[config.mk]
export PLATFORM = sky130hd
export DESIGN_NAME = dps_dev_router
export DESIGN_NICKNAME = d
export VERILOG_FILES = /design/src/rtl/dps_router_pkg.sv /design/src/rtl/dps_prio_enc.sv /design/src/rtl/dps_dev_router.sv
export SDC_FILE = /design/constraint.sdc
export NUM_CORES = 1
export LEC_CHECK = 0
export CAP_MARGIN = 20
export CORE_AREA = 2 2 228 230
export DETAILED_ROUTE_END_ITERATION = 16
export DIE_AREA = 0 0 230 232
export PLACE_DENSITY_LB_ADDON = 0.25
export SLEW_MARGIN = 20
export SYNTH_ARGS = -nofsm -noshare
export SYNTH_HDL_FRONTEND = slang
export SYNTH_SLANG_ARGS = --single-unit
[constraint.sdc]
create_clock -name iCLOCK -period 2.3 [get_ports iCLOCK]
set_clock_uncertainty 0.1 [all_clocks]
set_input_delay 0.345 -clock iCLOCK [delete_from_list [all_inputs] [get_ports iCLOCK]]
set_output_delay 0.345 -clock iCLOCK [all_outputs]
set_load 0.005 [all_outputs]
[src/rtl/dps_router_pkg.sv]
// Purpose: shared types and width helpers for the DPS device router.
// Latency: n/a (types and constant functions only).
// Backpressure: n/a.
package dps_router_pkg;

    typedef enum logic [1:0] {
        RQ_IDLE    = 2'd0,
        RQ_RD_WAIT = 2'd1,
        RQ_ERR     = 2'd2
    } rq_state_e;

    typedef enum logic [1:0] {
        IQ_IDLE = 2'd0,
        IQ_REQ  = 2'd1,
        IQ_ACK  = 2'd2
    } iq_state_e;

    // Width of a slot index; a single slot still needs one bit.
    function automatic int slot_idx_w(input int n);
        return (n > 1) ? $clog2(n) : 1;
    endfunction

    // Width of the read-wait counter, able to hold 0..timeout.
    function automatic int timeout_cnt_w(input int t);
        return $clog2(t + 1);
    endfunction

endpackage

[src/rtl/dps_prio_enc.sv]
// Purpose: lowest-index-first priority encoder (vec -> any, idx).
// Latency: combinational, 0 cycles.
// Backpressure: none.
// Ports: iVEC request vector; oANY set when any bit set; oIDX index of lowest set bit (0 when none).
module dps_prio_enc
    import dps_router_pkg::*;
#(
    parameter int P_N   = 4,
    parameter int IDX_W = slot_idx_w(P_N)
) (
    input  logic [P_N-1:0]   iVEC,
    output logic             oANY,
    output logic [IDX_W-1:0] oIDX
);

    always_comb begin
        oANY = |iVEC;
        oIDX = '0;
        // Scan downward so the lowest set bit is the last to overwrite.
        for (int i = P_N - 1; i >= 0; i--) begin
            if (iVEC[i]) oIDX = IDX_W'(i);
        end
    end

endmodule

[src/rtl/dps_dev_router.sv]
// Purpose: decode DPS requests onto P_SLOTS base/mask windows, collect read data, arbitrate slot IRQs.
// Latency: write hit 0 cycles; read = slot latency (>=1, timeout error at P_TIMEOUT); miss error 1 cycle.
// Backpressure: oDPS_BUSY while a read/error is outstanding or any slot reports busy.
// Ports: iDPS_* core request / oDPS_* response and IRQ; oSLOT_* broadcast request and one-hot strobes;
//        iSLOT_* per-slot windows, busy, read data and IRQ levels; oSLOT_IRQ_ACK one-cycle ack pulse.
module dps_dev_router
    import dps_router_pkg::*;
#(
    parameter int P_SLOTS     = 4,
    parameter int P_DATA_W    = 32,
    parameter int P_TIMEOUT   = 255,
    parameter int P_IRQ_BASE  = 36,
    parameter int P_IRQ_NUM_W = 6
) (
    input  logic                         iCLOCK,
    input  logic                         inRESET,
    input  logic                         iDPS_REQ,
    output logic                         oDPS_BUSY,
    input  logic                         iDPS_RW,
    input  logic [31:0]                  iDPS_ADDR,
    input  logic [P_DATA_W-1:0]          iDPS_DATA,
    output logic                         oDPS_VALID,
    output logic                         oDPS_ERR,
    output logic [P_DATA_W-1:0]          oDPS_DATA,
    input  logic [P_SLOTS*32-1:0]        iSLOT_BASE,
    input  logic [P_SLOTS*32-1:0]        iSLOT_MASK,
    output logic [P_SLOTS-1:0]           oSLOT_REQ,
    input  logic [P_SLOTS-1:0]           iSLOT_BUSY,
    output logic                         oSLOT_RW,
    output logic [31:0]                  oSLOT_ADDR,
    output logic [P_DATA_W-1:0]          oSLOT_DATA,
    input  logic [P_SLOTS-1:0]           iSLOT_VALID,
    input  logic [P_SLOTS*P_DATA_W-1:0]  iSLOT_DATA,
    input  logic [P_SLOTS-1:0]           iSLOT_IRQ,
    output logic [P_SLOTS-1:0]           oSLOT_IRQ_ACK,
    output logic                         oDPS_IRQ_REQ,
    output logic [P_IRQ_NUM_W-1:0]       oDPS_IRQ_NUM,
    input  logic                         iDPS_IRQ_ACK
);

    localparam int IDX_W = slot_idx_w(P_SLOTS);
    localparam int CNT_W = timeout_cnt_w(P_TIMEOUT);
    localparam logic [CNT_W-1:0]       CNT_LAST   = CNT_W'(P_TIMEOUT - 1);
    localparam logic [P_IRQ_NUM_W-1:0] IRQ_BASE_V = P_IRQ_NUM_W'(P_IRQ_BASE);

    rq_state_e        req_state_q, req_state_d;
    logic [IDX_W-1:0] slot_idx_q,  slot_idx_d;
    logic [CNT_W-1:0] cnt_q,       cnt_d;
    logic             rw_q,        rw_d;
    iq_state_e        irq_state_q, irq_state_d;
    logic [IDX_W-1:0] irq_idx_q,   irq_idx_d;

    logic [P_SLOTS-1:0] hit;
    logic               dec_any, irq_any;
    logic [IDX_W-1:0]   dec_idx, irq_idx;
    logic               accept;

    always_comb begin
        for (int i = 0; i < P_SLOTS; i++) begin
            hit[i] = ((iDPS_ADDR & iSLOT_MASK[32*i +: 32]) ==
                      (iSLOT_BASE[32*i +: 32] & iSLOT_MASK[32*i +: 32]));
        end
    end

    dps_prio_enc #(.P_N(P_SLOTS), .IDX_W(IDX_W)) u_dec_enc (
        .iVEC (hit),
        .oANY (dec_any),
        .oIDX (dec_idx)
    );

    dps_prio_enc #(.P_N(P_SLOTS), .IDX_W(IDX_W)) u_irq_enc (
        .iVEC (iSLOT_IRQ),
        .oANY (irq_any),
        .oIDX (irq_idx)
    );

    assign oSLOT_RW   = iDPS_RW;
    assign oSLOT_ADDR = iDPS_ADDR;
    assign oSLOT_DATA = iDPS_DATA;

    assign oDPS_BUSY = (req_state_q != RQ_IDLE) | (|iSLOT_BUSY);
    // Nothing can be accepted while reset holds the FSM, so no strobe leaks out.
    assign accept    = iDPS_REQ & ~oDPS_BUSY & inRESET;

    // Request path.
    always_comb begin
        req_state_d = req_state_q;
        slot_idx_d  = slot_idx_q;
        cnt_d       = cnt_q;
        rw_d        = rw_q;
        oSLOT_REQ   = '0;
        oDPS_VALID  = 1'b0;
        oDPS_ERR    = 1'b0;
        oDPS_DATA   = '0;
        unique case (req_state_q)
            RQ_IDLE: begin
                if (accept) begin
                    if (dec_any) begin
                        oSLOT_REQ = P_SLOTS'(1) << dec_idx;
                        if (!iDPS_RW) begin
                            req_state_d = RQ_RD_WAIT;
                            slot_idx_d  = dec_idx;
                            cnt_d       = '0;
                        end
                    end else begin
                        req_state_d = RQ_ERR;
                        rw_d        = iDPS_RW;
                    end
                end
            end
            RQ_RD_WAIT: begin
                // Only the latched slot can complete; valid beats a same-cycle timeout.
                if (iSLOT_VALID[slot_idx_q]) begin
                    oDPS_VALID  = 1'b1;
                    oDPS_DATA   = iSLOT_DATA[slot_idx_q*P_DATA_W +: P_DATA_W];
                    req_state_d = RQ_IDLE;
                end else if (cnt_q == CNT_LAST) begin
                    oDPS_VALID  = 1'b1;
                    oDPS_ERR    = 1'b1;
                    req_state_d = RQ_IDLE;
                end else begin
                    cnt_d = cnt_q + CNT_W'(1);
                end
            end
            RQ_ERR: begin
                // Writes that miss still report the error, but with no read valid.
                oDPS_ERR    = 1'b1;
                oDPS_VALID  = ~rw_q;
                req_state_d = RQ_IDLE;
            end
            default: req_state_d = RQ_IDLE;
        endcase
    end

    // IRQ path, independent of request traffic.
    always_comb begin
        irq_state_d   = irq_state_q;
        irq_idx_d     = irq_idx_q;
        oDPS_IRQ_REQ  = 1'b0;
        oDPS_IRQ_NUM  = '0;
        oSLOT_IRQ_ACK = '0;
        unique case (irq_state_q)
            IQ_IDLE: begin
                if (irq_any) begin
                    irq_idx_d   = irq_idx;
                    irq_state_d = IQ_REQ;
                end
            end
            IQ_REQ: begin
                oDPS_IRQ_REQ = 1'b1;
                oDPS_IRQ_NUM = IRQ_BASE_V + P_IRQ_NUM_W'(irq_idx_q);
                if (iDPS_IRQ_ACK) irq_state_d = IQ_ACK;
            end
            IQ_ACK: begin
                oSLOT_IRQ_ACK = P_SLOTS'(1) << irq_idx_q;
                irq_state_d   = IQ_IDLE;
            end
            default: irq_state_d = IQ_IDLE;
        endcase
    end

    always_ff @(posedge iCLOCK or negedge inRESET) begin
        if (!inRESET) begin
            req_state_q <= RQ_IDLE;
            slot_idx_q  <= '0;
            cnt_q       <= '0;
            rw_q        <= 1'b0;
            irq_state_q <= IQ_IDLE;
            irq_idx_q   <= '0;
        end else begin
            req_state_q <= req_state_d;
            slot_idx_q  <= slot_idx_d;
            cnt_q       <= cnt_d;
            rw_q        <= rw_d;
            irq_state_q <= irq_state_d;
            irq_idx_q   <= irq_idx_d;
        end
    end

endmodule

==> results of run 1 <==
where the power goes:
| part | total (mW) | leakage [nW] | switching [mW] | internal, mW |
|---|---|---|---|---|
| Sequential | 0.369 | 0.227 | 0.0400 | 0.329 |
| Clock | 0.357 | 0.0382 | 0.122 | 0.236 |
| Combinational | 1.69 | 4.74 | 0.627 | 1.06 |
cells in the final DEF, fill, tap and decap left out, types with 3 or more instances in the layout:
cell type and n:
a221oi_2 3, a22oi_1 34, a22oi_2 30, and2_1 3, and2_4 4, and3_1 6
and3_4 30, buf_12 11, buf_2 21, buf_4 84, buf_6 74, buf_8 5
clkbuf_16 5, clkbuf_2 15, clkdlybuf4s15_1 13, clkdlybuf4s15_2 3, clkdlybuf4s50_1 300, dfrtp_1 16
dlygate4sd2_1 93, dlymetal6s2s_1 29, ha_1 5, inv_1 12, mux4_2 33, nand2_1 6
nand2b_1 3, nand3_1 7, nand4_1 16, nor2_1 16, nor4_4 5, o21a_1 4
o2bb2ai_1 4, xor2_1 113, xor2_2 9, xor2_4 6
worst min path at each step:
| stage | cells past startpoint | start | end | slack [ns] |
|---|---|---|---|---|
| finish | 1 | rw_q | rw_q | 0.41 |
| global placement | 1 | rw_q | rw_q | 0.40 |
| global route | 1 | cnt_q[6] | cnt_q[6] | 0.46 |
| CTS | 1 | rw_q | rw_q | 0.42 |
| detailed placement | 1 | rw_q | rw_q | 0.40 |
| floorplan | 0 | inRESET | cnt_q[0] | -0.05 |
through the flow:
step | cell area (um^2) | power, mW
2_1_floorplan | 4430 | 0.859
3_3_place_gp | 10700 | 2.06
4_1_cts | 11500 | 2.48
6_report | 11800 | 2.42
5_1_grt | 11800 | 2.58
3_5_place_dp | 10700 | 2.06
kinds of logic after synthesis:
kind of cell | after synthesis | share of synthesized area [%]
DFF | 17 | 9.62
and+or+nand+nor | 114 | 15.6
muxes | 35 | 17.3
buffers and inverters | 97 | 14.2
AOI/OAI and AO/OA | 92 | 16.5
adders and majority gates | 5 | 1.41
other | 1 | 0.0848
xor gates and xnor gates | 128 | 25.3
registers in the layout, indices dropped and copies added, names as in the netlist:
signal,flops
irq_idx_q,2
rw_q,1
cnt_q,8
irq_state_q,2
req_state_q,2
slot_idx_q,2
metal layers:
| layer | GRT usage, % | wire length (um) | vias to the layer above |
|---|---|---|---|
| met5 | 0 | 13 | - |
| met2 | 25.1 | 18800 | 403 |
| met4 | 2.38 | 775 | 2 |
| met1 | 11.5 | 11500 | 2866 |
| met3 | 3.00 | 2760 | 31 |
| li1 | - | - | 2891 |
critical path, delay by kind of cell:
kind,cells,cell delay (ns)
buffers and inverters,5,0.95
and+or+nand+nor,4,0.69
AOI/OAI and AO/OA,1,0.18
synthesized netlist by cell type, types with 2 or more instances:
library cell  instances
a221oi_1              5
a22o_1                2
a22oi_1              64
and2_1                7
and3_1               36
buf_2                 4
buf_4                69
clkbuf_1             11
dfrtp_1              17
ha_1                  5
inv_1                12
mux2_2                2
mux4_2               33
nand2_1               7
nand2b_1              5
nand3_1               9
nand4_1              16
nor2_1               19
nor2b_1               4
nor3_1                3
nor4_1                2
nor4_4                3
o21a_1                4
o21ai_0               2
o2bb2ai_1             4
o32a_1                2
xor2_1              128
layout make-up:
class | instances | share of cell area [%]
Timing Repair Buffer | 652 | 54.1
Clock buffer | 4 | 0.667
Tap cell | 680 | 7.20
Sequential cell | 17 | 3.61
Inverter | 12 | 0.381
Multi-Input combinational cell | 376 | 34.1
timing repair:
action | in CTS | in global routing
gates resized for setup | 515 | 143
cloned | 4 | 2
setup endpoints to repair | 52 | 53
buffers inserted | 36 | 13
pin swaps | 100 | 61
==> flow_summary.toml, run 1 <==
[worst_setup_path]
rrSetupSlack_ns = -0.20
cp_slowest_cell = "clkdlybuf4s50_1"
cp-endpoint = "oSLOT_REQ[3]"
reg2reg_depth = 10
arrival_ns = 2.18
worst-setup-path-type = "primary input to primary output"
cp-end-kind = "primary output"
crit_top_cell = "buf_4"
cp-start-kind = "primary input"
r2r_start = "slot_idx_q[0]"
required_ns = 1.86
critical_path.max_stage_delay_ns = 0.40
cp_cell_sequence = "clkdlybuf4s50_1, a22oi_1, buf_4, nand4_1, nor4_4, buf_4, buf_6, nor3_4, and3b_1, buf_2"
r2r_end = "cnt_q[2]"
crit_path_max_fanout = 3
startpoint = "iSLOT_MASK[48]"

[floorplan]
core_um2 = 50900
start_util_pct = 8.69
fp.dieArea_um2 = 53400
ios = 580
row_count = 83
die_w_um = 230
die_y_um = 232

[clock_tree]
cts_made_buffers = 3
cts.clk_slew.worst_paths_ns = 0.05
clkLatencyLatePin_ns = 0.25
htree_levels = 1
clock_path_buffers = 2
cts_tree = "done"
cts_hold_buf = 0
cts-root-buf = "clkbuf_16"
clock_sinks = 17

[synth]
ys_seq_area_share_pct = 9.62
yosysTopAreaCellShare_pct = 25.3
synth_area_per_cell_um2 = 9.05
syn-cell-area_um2 = 4420
ys_ff_latch = 17
syn_inst = 489
synth_area_leaders = "xor2_1, mux4_2, buf_4"
synth_warnings = 0
synthFlopType = "dfrtp_1"
synth_top_cell_by_area = "xor2_1"
async_reset_ff_share_pct = 100
ys_types = 41
synth_edf_count = 0

[finish]
seq_area_um2 = 427
syn2layout_area_growth_pct = 167
n_antenna_cell = 0
final_util_pct = 23.2
fin_cells = 1741
fin_nets = 1532
nFillCells = 5588
final_layout_size_suffix_gt1_share_pct = 33.9
multiInputGateArea_um2 = 4020

[routing]
drt-total-wl_um = 33800
wl_per_cell_um = 19.4
ant_nets = 0
first_iter_violations = 124
viasPerCell = 3.56
firstDrtPassIters = 4
vias = 6193
drc = 0

[sta]
setup_violations = 49
maxSlewViolCount = 0
min_period_ns = 2.62
fmax_mhz = 381
rsz0062_at_grt = "true"
finalWorstSetupSlack_ns = -0.323
finalCritPeriodShare_pct = 114
setup_tns_ns = -8.79
hold_ws_ns = 0.413
hold_violations = 0

[global_routing]
overflow = 0
grtUsageTotal_pct = 12.0
grt_max_degree = 39
grt_pass1_wl_um = 46900
antenna_found_initial = 3
first_global_vias = 6927

[job]
drv_cap = 0

[run_status]
failed_checks = "setup timing"
outcome = "finished with violations"

[power_and_ir_drop]
p_leak_nw = 5.00
ir_drop_mv = 0.165
power_density_nw_per_um2 = 205

[placement]
place_ws_ns = -1.38
port_buffers = 513
dpl.cell_count = 1702
dpl.hpwl_um = 29700
gp_congestion = 0.849

[hold_path]
hold_path.class = "register to register"
Power figures use the tool's default switching activity.
==> inputs of run 2 (changes only) <==
--- a/config.mk
+++ b/config.mk
@@ -9,7 +9,7 @@
 export CORE_AREA = 2 2 228 230
 export DETAILED_ROUTE_END_ITERATION = 16
 export DIE_AREA = 0 0 230 232
-export PLACE_DENSITY_LB_ADDON = 0.25
+export PLACE_DENSITY_LB_ADDON = 0.15
 export SLEW_MARGIN = 20
 export SYNTH_ARGS = -nofsm -noshare
 export SYNTH_HDL_FRONTEND = slang
==> flow_summary.toml, run 2 (synthesis gave the netlist of run 1 again) <==
[finish]
mostFrequentLayoutCells = "clkdlybuf4s50_1, buf_4, xor2_1"
top_register = "cnt_q"
largest_reg_flops = 8
final_layout_size_suffix_gt1_share_pct = 38.4
nFillCells = 5618
layout_commonest_cell = "clkdlybuf4s50_1"
fin_nets = 1536
fin_cells = 1758
syn2layout_area_growth_pct = 170

[sta]
rsz0062_at_grt = "true"
fmax_mhz = 382
finalWorstSetupSlack_ns = -0.321
setup_tns_ns = -8.47
setup_violations = 44
hold_violations = 0
hold_ws_ns = 0.432
maxSlewViolCount = 0
finalCritPeriodShare_pct = 114
min_period_ns = 2.62

[floorplan]
die_w_um = 230
fp.dieArea_um2 = 53400
core_um2 = 50900
row_count = 83
start_util_pct = 8.69
ios = 580
die_y_um = 232

[routing]
ant_nets = 0
drc = 0
first_iter_violations = 114
drt-total-wl_um = 37000
vias = 6218
viasPerCell = 3.54
firstDrtPassIters = 4
wl_per_cell_um = 21.1

[worst_setup_path]
cp_cell_sequence = "buf_6, mux4_2, buf_6, buf_12, buf_16, buf_6, and3_4, buf_6"
cp-start-kind = "register"
critical_path.max_stage_delay_ns = 0.58
worst-setup-path-type = "register to primary output"
crit_top_cell = "buf_6"
r2r_end = "cnt_q[0]"
cp_slowest_cell = "mux4_2"
required_ns = 1.86
rrSetupSlack_ns = -0.10
cp-end-kind = "primary output"
cp_top_family = "buffers and inverters"
crit_path_max_fanout = 7
reg2reg_depth = 8
cp_num_buf_inv = 6
r2r_start = "slot_idx_q[0]"
arrival_ns = 2.18

[global_routing]
first_global_vias = 7066
overflow = 0
grtUsageTotal_pct = 13.2
grt_pass1_wl_um = 50700
antenna_found_initial = 22
grt_max_degree = 24

[run_status]
outcome = "finished with violations"
failed_checks = "setup timing"

[power_and_ir_drop]
p_leak_nw = 5.32
ir_drop_mv = 0.196
power_density_nw_per_um2 = 204

[hold_path]
hold_end = "rw_q"
hold_path.class = "register to register"
min_path_cells = 1
min_from = "rw_q"

[clock_tree]
clock_sinks = 17
cts.clk_slew.worst_paths_ns = 0.05
clkLatencyLatePin_ns = 0.25
cts_hold_buf = 0
cts-root-buf = "clkbuf_16"
cts_tree = "done"
cts_made_buffers = 3
clock_path_buffers = 2
htree_levels = 1

[placement]
place_ws_ns = -1.23
dpl.cell_count = 1702
port_buffers = 513
gp_congestion = 0.803
dpl.hpwl_um = 32900

[job]
drv_cap = 0
## run 2: changes by cell type in the layout (fill, tap and decap cells not counted), moves of 10 or more
cell,previous run,this run
diode_2,0,13
buf_4,84,106
xor2_1,113,100
xor2_2,9,25
clkbuf_2,15,25
dlymetal6s2s_1,29,60
clkdlybuf4s50_1,300,255
## run 2: stage by stage
step	cell area (um^2)	total power [mW]	utilization (%)
finish	11900	2.44	23.5
floorplan	4430	0.859	-
global route	11900	2.61	23.4
detailed placement	10700	2.06	21.0
CTS	11400	2.49	22.4
global placement	10700	2.06	21.0
## run 2: worst max-delay path by stage
stage	start	depth (start not counted)	to	slack (ns)
floorplan	slot_idx_q[0]	7	cnt_q[2]	0.006
global placement	iDPS_ADDR[16]	8	oSLOT_REQ[3]	-1.26
detailed placement	iDPS_ADDR[18]	9	oSLOT_REQ[3]	-1.23
CTS	iSLOT_BASE[64]	11	cnt_q[2]	-0.48
global route	iSLOT_BASE[64]	12	cnt_q[7]	-0.43
finish	slot_idx_q[0]	8	oDPS_DATA[31]	-0.32
## run 2: what timing repair did
item	CTS	global route
resized for setup	544	247
setup endpoints to repair	52	52
setup buffers	34	24
pin swaps	127	112
cloned	3	0
## run 2: routing by layer
| metal | track usage, % | wire length (um) | up-vias |
|---|---|---|---|
| li1 | - | - | 2905 |
| met1 | 12.5 | 12400 | 2879 |
| met2 | 27.3 | 20500 | 387 |
| met3 | 4.53 | 3550 | 35 |
| met4 | 2.20 | 512 | 12 |
| met5 | 0 | 86 | - |
## run 2: cell type report
class / instances / area, um^2 / area share (%)
Timing Repair Buffer: 656 / 6360 / 53.3
Multi-Input combinational cell: 376 / 4150 / 34.7
Tap cell: 680 / 851 / 7.12
Sequential cell: 17 / 427 / 3.57
Clock buffer: 4 / 78.8 / 0.660
Inverter: 12 / 45.0 / 0.377
Antenna cell: 13 / 32.5 / 0.272
## run 2: where the power goes
group          internal, mW  switching (mW)  leakage (nW)  total [mW]
registers             0.329          0.0431         0.227       0.373
clock network         0.236           0.125        0.0382       0.361
logic                  1.07           0.639          5.05        1.71
total                  1.63           0.808          5.32        2.44
==> inputs of run 3 (changes only) <==
--- a/config.mk
+++ b/config.mk
@@ -7,9 +7,11 @@
 export LEC_CHECK = 0
 export CAP_MARGIN = 20
 export CORE_AREA = 2 2 228 230
+export CTS_CLUSTER_SIZE = 8
 export DETAILED_ROUTE_END_ITERATION = 16
 export DIE_AREA = 0 0 230 232
 export PLACE_DENSITY_LB_ADDON = 0.15
+export SKIP_LAST_GASP = 1
 export SLEW_MARGIN = 20
 export SYNTH_ARGS = -nofsm -noshare
 export SYNTH_HDL_FRONTEND = slang
==> flow_summary.toml, run 3 (synthesis gave the netlist of run 1 again) <==
[power_and_ir_drop]
swShare_pct = 33.1
p_total_mw = 2.44
p_comb_share_pct = 69.8
p_sw_mw = 0.808
p_leak_nw = 5.37
ir_drop_mv = 0.197
p_int_mw = 1.63
p_clk_share_pct = 14.9
power_density_nw_per_um2 = 204
seqPwrFrac_pct = 15.3

[floorplan]
row_count = 83
start_util_pct = 8.69
ios = 580
die_y_um = 232
fp.dieArea_um2 = 53400
die_w_um = 230
core_um2 = 50900

[worst_setup_path]
cp_slowest_cell = "mux4_2"
arrival_ns = 2.18
cp-end-kind = "primary output"
worst-setup-path-type = "register to primary output"
cp_top_family = "buffers and inverters"
cp-start-kind = "register"
crit_top_cell = "buf_6"
cp_num_buf_inv = 6
critical_path.max_stage_delay_ns = 0.58
required_ns = 1.86
crit_path_max_fanout = 7
cp_cell_sequence = "buf_6, mux4_2, buf_6, buf_12, buf_16, buf_6, and3_4, buf_6"

[placement]
dpl.cell_count = 1702
placed_cell_area_um2 = 10700
dpl.hpwl_um = 32900
place_ws_ns = -1.23
gp_congestion = 0.803
port_buffers = 513

[routing]
ant_nets = 0
drc = 0
viasPerCell = 3.54
firstDrtPassIters = 4
wl_met3_um = 3570
top_layer_used = "met5"
first_iter_violations = 122
drt-total-wl_um = 37000
vias = 6218
wl_met2_um = 20500
wl_per_cell_um = 21.1
wl_met1_um = 12400

[finish]
fin_nets = 1536
final_util_pct = 23.4
top_register = "cnt_q"
syn2layout_area_growth_pct = 170
layout_commonest_cell = "clkdlybuf4s50_1"
nFillCells = 5619
mostFrequentLayoutCells = "clkdlybuf4s50_1, buf_4, xor2_1"
largest_reg_flops = 8
fin_area_um2 = 11900
fin_cells = 1757
final_layout_size_suffix_gt1_share_pct = 38.0

[global_routing]
grtUsageTotal_pct = 13.2
overflow = 0
grt_max_degree = 24
grt_pass1_wl_um = 50700
first_global_vias = 7066
antenna_found_initial = 22

[clock_tree]
cts_tree = "done"
cts_hold_buf = 0
clock_sinks = 17
cts_made_buffers = 3
cts-root-buf = "clkbuf_16"
htree_levels = 1
cts.clk_slew.worst_paths_ns = 0.05
clkLatencyLatePin_ns = 0.26
clock_path_buffers = 2

[sta]
setup_violations = 45
finalWorstSetupSlack_ns = -0.323
min_period_ns = 2.62
hold_violations = 0
maxSlewViolCount = 0
rsz0062_at_grt = "true"
fmax_mhz = 381
finalCritPeriodShare_pct = 114
hold_ws_ns = 0.429
setup_tns_ns = -8.81

[run_status]
failed_checks = "setup timing"
outcome = "finished with violations"

[job]
drv_cap = 0

[hold_path]
hold_path.class = "register to register"
==> run 3: cell types whose count changed in the layout (fill, tap and decap cells not counted), moves of 2 or more <==
cell,delta
buf_6,-5
clkbuf_2,-2
buf_4,+3
dlymetal6s2s_1,+3
==> run 3: path summary, 6_finish.rpt <==
| kind | to | slack (ns) | startpoint | depth (start not counted) |
|---|---|---|---|---|
| worst min-delay path | rw_q | 0.43 | rw_q | 1 |
| worst max-delay path | oDPS_DATA[31] | -0.32 | slot_idx_q[0] | 8 |
| worst max register to register | cnt_q[0] | -0.10 | slot_idx_q[0] | 8 |
| min in group asynchronous | slot_idx_q[1] | 0.53 | inRESET | 3 |
| max in group asynchronous | slot_idx_q[0] | 1.35 | inRESET | 3 |
| worst min register to register | rw_q | 0.43 | rw_q | 1 |
==> run 3: layer usage <==
metal  global-route usage, %  vias to the layer above
met5                       0                        -
met1                    12.5                     2877
li1                        -                     2905
met2                    27.3                      387
met3                    4.53                       37
met4                    2.20                       12
==> run 3: final cells by class <==
| class | instances | area (um^2) | share of cell area, % |
|---|---|---|---|
| flip-flops and latches | 17 | 427 | 3.58 |
| multi-input cells | 376 | 4140 | 34.7 |
| repair buffers | 656 | 6360 | 53.3 |
| well taps | 680 | 851 | 7.13 |
| diodes | 12 | 30.0 | 0.252 |
| inverters | 12 | 45.0 | 0.377 |
| clock buffers | 4 | 78.8 | 0.661 |
==> run 3: power groups by stage <==
stage / sequential [mW] / combinational, mW / clock, mW
global placement: 0.378 / 1.69 / 0
CTS: 0.373 / 1.73 / 0.379
global route: 0.381 / 1.83 / 0.394
detailed placement: 0.378 / 1.68 / 0
finish: 0.372 / 1.70 / 0.363
floorplan: 0.364 / 0.495 / 0
==> run 3: repair_timing <==
action | in CTS | in global routing
endpoints found under the hold margin | 0 | 0
cloned | 3 | 0
pin swaps | 126 | 113
endpoints found under the setup margin | 52 | 52
resized for setup | 544 | 235
buffers inserted | 34 | 24
